===== src/rtl/alu_result_fifo.sv =====
// Result FIFO between the ALU and its consumer: stores {y, is_zero} pairs in push order
// and keeps a saturating tally of accepted zero results.
module alu_result_fifo #(
  parameter int WIDTH = 10,
  parameter int DEPTH = 4
) (
  input  logic                       clk,
  input  logic                       rst_n,
  input  logic                       in_valid,
  input  logic [WIDTH-1:0]           in_y,
  input  logic                       in_is_zero,
  output logic                       in_ready,
  output logic                       out_valid,
  output logic [WIDTH-1:0]           out_y,
  output logic                       out_is_zero,
  input  logic                       out_ready,
  output logic [$clog2(DEPTH):0]     count,
  output logic [7:0]                 zero_count
);

  localparam int AW = $clog2(DEPTH);
  localparam int CW = AW + 1;

  // Handshake: a transfer happens on a rising edge where valid and ready are both 1;
  // in_ready and out_valid depend only on registered count, never on the other side.
  logic [AW-1:0]  wr_ptr_q, wr_ptr_d;
  logic [AW-1:0]  rd_ptr_q, rd_ptr_d;
  logic [CW-1:0]  count_q, count_d;
  logic [7:0]     zero_count_q, zero_count_d;
  logic [WIDTH:0] mem_q [DEPTH];
  logic [WIDTH:0] head;
  logic           push, pop;

  assign in_ready  = (count_q != CW'(DEPTH));
  assign out_valid = (count_q != '0);
  assign push      = in_valid && in_ready;
  assign pop       = out_valid && out_ready;

  always_comb begin
    wr_ptr_d     = wr_ptr_q;
    rd_ptr_d     = rd_ptr_q;
    count_d      = count_q;
    zero_count_d = zero_count_q;
    if (push) begin
      wr_ptr_d = (wr_ptr_q == AW'(DEPTH - 1)) ? '0 : wr_ptr_q + AW'(1);
      if (in_is_zero && zero_count_q != 8'hff) begin
        zero_count_d = zero_count_q + 8'd1;
      end
    end
    if (pop) begin
      rd_ptr_d = (rd_ptr_q == AW'(DEPTH - 1)) ? '0 : rd_ptr_q + AW'(1);
    end
    case ({push, pop})
      2'b10:   count_d = count_q + CW'(1);
      2'b01:   count_d = count_q - CW'(1);
      default: count_d = count_q;
    endcase
  end

  always_ff @(posedge clk) begin
    if (!rst_n) begin
      wr_ptr_q     <= '0;
      rd_ptr_q     <= '0;
      count_q      <= '0;
      zero_count_q <= '0;
    end else begin
      wr_ptr_q     <= wr_ptr_d;
      rd_ptr_q     <= rd_ptr_d;
      count_q      <= count_d;
      zero_count_q <= zero_count_d;
    end
  end

  // Storage is not reset; out_valid gating below keeps stale contents hidden.
  always_ff @(posedge clk) begin
    if (push) begin
      mem_q[wr_ptr_q] <= {in_y, in_is_zero};
    end
  end

  always_comb begin
    head        = mem_q[rd_ptr_q];
    out_y       = out_valid ? head[WIDTH:1] : '0;
    out_is_zero = out_valid ? head[0] : 1'b0;
  end

  assign count      = count_q;
  assign zero_count = zero_count_q;

endmodule


===== config.mk =====
export PLATFORM = sky130hd
export DESIGN_NAME = alu_result_fifo
export DESIGN_NICKNAME = d
export VERILOG_FILES = /design/src/rtl/alu_result_fifo.sv
export SDC_FILE = /design/constraint.sdc
export NUM_CORES = 1
export LEC_CHECK = 0
export BUFFER_PORTS_ARGS = -buffer_cell sky130_fd_sc_hd__buf_2
export CORE_ASPECT_RATIO = 0.5
export CORE_UTILIZATION = 50
export CTS_BUF_LIST = sky130_fd_sc_hd__clkbuf_16
export DETAILED_ROUTE_END_ITERATION = 8
export MAX_ROUTING_LAYER = met4
export PLACE_DENSITY = 0.86
export REMOVE_ABC_BUFFERS = 1
export SLEW_MARGIN = 30
export SYNTH_ARGS = -nofsm -noshare
export SYNTH_HDL_FRONTEND = slang
export SYNTH_SLANG_ARGS = --single-unit

===== constraint.sdc =====
create_clock -name clk -period 2 [get_ports clk]
set_input_delay 0.2 -clock clk [delete_from_list [all_inputs] [get_ports clk]]
set_output_delay 0.2 -clock clk [all_outputs]
set_load 0.01 [all_outputs]

Word level (Yosys, flattened, before mapping) --
Memory sizes are Yosys's and may differ from the RTL's. A register that Yosys moved wholly into a read port is not among the register bits. Cells that the tools add are included.
Storage, ports and cells: logic and storage cells 31, bits of input ports 15, memories kept 1, output and inout port bits 24, RAM bits 44, register bits 15
Memories:
- mem_q | words 4, bits a word 11, rd ports 1, clocked after memory_dff 1, wr ports 1, line 30 | logic [WIDTH:0] mem_q [DEPTH];
Cells by class: mux-type cells 9, reductions and logical operators 6, add/subtract/negate cells 5, eq/ne operators 6
Operators with widths (number):
- 2-to-1 mux 10 bit | 1
- adder 8 x 1 -> 8 bit (second input constant) | 1
- 2-to-1 mux 2 bit | 4
- inequality test 8 bit (second input constant) | 1
- equality test 2 bit (second input constant) | 3
- one-hot mux 3 bit (2 select lines) | 1
- adder 2 x 1 -> 2 bit (second input constant) | 2
- adder 3 x 1 -> 3 bit (second input constant) | 1
- logical AND 1 bit | 3
- 2-to-1 mux 1 bit | 3
- inequality test 3 bit (second input constant) | 1
- nonzero test 3 bit | 1
- subtractor 3 x 1 -> 3 bit (second input constant) | 1
- equality test 2 x 1 -> 1 bit (second input constant) | 1
- AND reduction 2 bit | 1
- nonzero test 2 bit | 1

Depth between registers and ports, before layout --
depth after elaboration 4, mapped depth 9, gate-level depth less buffers 9

Least setup slack after synthesis --
OpenSTA, ideal clock, no wires.
path type register to register, start point register count_q[2] (netlist: count[2]), end point register count_q[2] (netlist: count[2]), path slack -0.250 ns, required time 1.930 ns, setup time 0.070 ns, clock period less this slack 2.250 ns, buffers on the path 0, stages on the path, launching flop included 9, arrival time 2.180 ns, cell sequence dfxtp_1 -> or3b_4 -> nand2_1 -> ha_1 -> inv_1 -> fa_1 -> xor2_1 -> or3_2 -> a21oi_1
On the way: word-level cells in the longest chain between the ends 4, elaborated cells between the ends (all ways) 10, classes of those cells add/sub (2); eq/ne (3); mux (1); reduce/logical (4)
Ends and longest elaborated chain:
- start, declared | line 28 | logic [CW-1:0] count_q, count_d;
- start signal, assigned | line 69 | count_q <= count_d;
- inequality test 3 bit / nonzero test 3 bit (equally long branches) | line 34, 35
- logical AND 1 bit (on tied branches) | line 36, 37
- equality test 2 x 1 -> 1 bit / equality test 2 bit (equally long branches) | line 53 | case ({push, pop})
- one-hot mux 3 bit (2 select lines) / nonzero test 2 bit (equally long branches)
Several ways; a longest one is shown, not always the timed one. A chain may end at the register's enable or synchronous reset.

Worst setup path after layout --
start point register count_q[0] (netlist: count[0]), end point register count_q[2] (netlist: count[2])
The elaborated chain is that of the path after synthesis.

==> flow_metrics.tcl <==
set metrics [dict create \
    p_leak_nw 1.31 \
    synth_top_family_by_area "simple AND/OR/NAND/NOR gates" \
    hold_viol 0 \
    synth_seq_area_share 0.647 \
    synthDistinctLibCells 31 \
    skew_ns 0.00657 \
    max_stage_delay_ns 0.41 \
    area_growth_pct 27.7 \
    synth_cells 169 \
    cap_violations 0 \
    clock_latency_ns 0.32 \
    cts.clk_slew.worst_paths_ns 0.05 \
    grt_pass1_vias 1687 \
    grt_pass1_wl_mm 8.15 \
    cts-root-buf "clkbuf_16" \
    cpMaxStageDelayCell "or3b_4" \
    power_w 0.00423 \
    grtUsageTotal 0.223 \
    critPathCaptureType "flip-flop" \
    die_height_um 52.7 \
    rsz0062_at_grt "yes" \
    wl_per_cell_um 17.0 \
    synth.avg_cell_area_um2 15.2 \
    initial_core_util 0.551 \
    yosys.area_share.simple 0.125 \
    htreeDepth 3 \
    cp-start-kind "flip-flop" \
    io_buffers 38 \
    fmax_mhz 493 \
    synth_top_area_share 0.515 \
    cts_tree "done" \
    ctsLongestPathBuffers 2 \
    viasPerCell 5.43 \
    synthAdderAreaFrac 0.0419 \
    drcViolationCount 0 \
    worstMarginPinSlew_ns 0.543 \
    worstPathCellList "or3b_4, nand2_4, ha_4, inv_1, fa_2, xor2_1, or3_4, a21oi_2" \
    grt_max_degree 14 \
    hp-class "input pin to flip-flop" \
    violations "negative setup slack" \
    synth_compound_area_frac 0.0449 \
    layout_commonest_cell "edfxtp_1" \
    insertedDiodeCount 0 \
    die_w_um 103 \
    critPathTopFamily "simple AND/OR/NAND/NOR gates" \
    ys_ff_latch 61 \
    setup_viol 1 \
    core_area_mm2 0.00466 \
    synth.largest_area_cell "edfxtp_1" \
    cp_max_fo 2 \
    grt_antenna_before_repair 0 \
    fin_ws_ns -0.0289 \
    finalWirelength_mm 5.16 \
    critPathKind "flip-flop to flip-flop" \
    status "complete, but fails checks" \
    fp.dieArea_mm2 0.00544 \
    synth-xor-area-share 0.0102 \
    min_period_ns 2.03 \
    overflow 0 \
    yosys_warnings 0 \
    dr.first_iter.drc_count 40 \
    cts.sinks 61 \
    ir_worst_vdd_v 0.000699 \
    num_rows 17 \
    final_cell_mix "44 x edfxtp_1, 38 x buf_2, 15 x buf_4" \
    drv_slew 0 \
    ys_top_cells_by_area "edfxtp_1 51%, dfxtp_1 13%, mux4_2 9.7%" \
    cp_num_buf_inv 1 \
    finalNetCount 255 \
    vias 1644 \
    drive_above_1_share 0.422 \
    syn_area_mm2 0.00257 \
    dp_hpwl_mm 3.04 \
    arrival_ns 2.27 \
    r2r_slack_ns -0.03 \
    firstDrtPassIters 4 \
    detail-route-antenna-nets 0 \
    fin_util 0.704 \
    fin_crit_sh 1.01 \
    powerDensity_mw_per_mm2 1290 \
    globalplace.congestion 0.766 \
    required_ns 2.24 \
    maxSlewHeadroom 0.638 \
    ios 39 \
    place_ws_ns -0.178 \
    cts_made_buffers 9 \
    synth_mux_area_frac 0.108 \
]
==> synth_stat cells (all sizes together) <==
cell type and number:
a21oi 7, a31oi 1, and2 12, and3 6
buf 2, clkbuf 3, dfxtp 17, edfxtp 44
fa 1, ha 7, inv 8, mux2i 3
mux4 11, nand2 10, nand2b 1, nand3 5
nand4 2, nor2 7, nor4 1, nor4b 1
o211ai 2, o21a 2, o21ai 5, o31a 1
or3 6, or3b 1, xor2 3
==> flip-flops by register name (all words and copies together) (netlist names), named ones only <==
name	flops
mem_q	44
zero_count	8
count	3
rd_ptr_q	2
wr_ptr_q	2
==> kinds of logic (layout without fill, tap and decap cells) <==
kind of cell    after synthesis  count (layout)
fa+ha+maj                     8               8
compound gates               18              18
flops                        61              61
buf+inv                      13              81
xor+xnor                      3               3
mux                          14              14
simple gates                 52              52
==> metal layers <==
| metal | wire length (um) | global-route usage | vias up |
|---|---|---|---|
| li1 | - | - | 766 |
| met1 | 2240 | 0.245 | 819 |
| met2 | 2620 | 0.382 | 51 |
| met3 | 241 | 0.0880 | 8 |
| met4 | 65 | 0.0657 | 0 |
| met5 | 0 | - | - |
==> per-stage QoR <==
step,cells,TNS (ns),hold slack (ns),instance area [um^2]
4_1_cts,300,0,0.0850,3220
3_3_place_gp,278,-0.108,0.410,2890
2_1_floorplan,164,-0.324,0.299,2540
3_5_place_dp,278,-0.178,0.415,2890
5_1_grt,303,-0.104,0.0893,3280
6_report,303,-0.0289,0.0943,3280
==> where the power goes <==
part | switching [W] | total [W] | internal [W]
combinational | 0.000653 | 0.00136 | 0.000705
sequential | 0.0000725 | 0.00157 | 0.00150
clock | 0.000487 | 0.00129 | 0.000808
total | 0.00121 | 0.00423 | 0.00301
==> cell type report <==
cell class	count	area (um^2)
clock buffer	9	225
clock inverter	7	28.8
fill	299	1380
inverter	8	30.0
multi-input combinational	95	898
sequential	61	1670
tap	66	82.6
timing repair buffer	57	348
==> final timing paths <==
kind	startpoint	endpoint	cells after the start
worst max-delay path	count[0]	count[2]	8
worst max register to register	count[0]	count[2]	8
worst min-delay path	in_y[2]	mem_q[1][3]	1
worst min register to register	zero_count[1]	zero_count[1]	2
==> timing repair <==
item                                    in CTS  in global routing
resized for setup                           10                  9
hold buffers                                 0                  0
pin swaps                                    4                  2
buffers inserted                             6                  4
endpoints found under the setup margin       1                  8
Note: power is estimated with default switching activity, not from simulation.
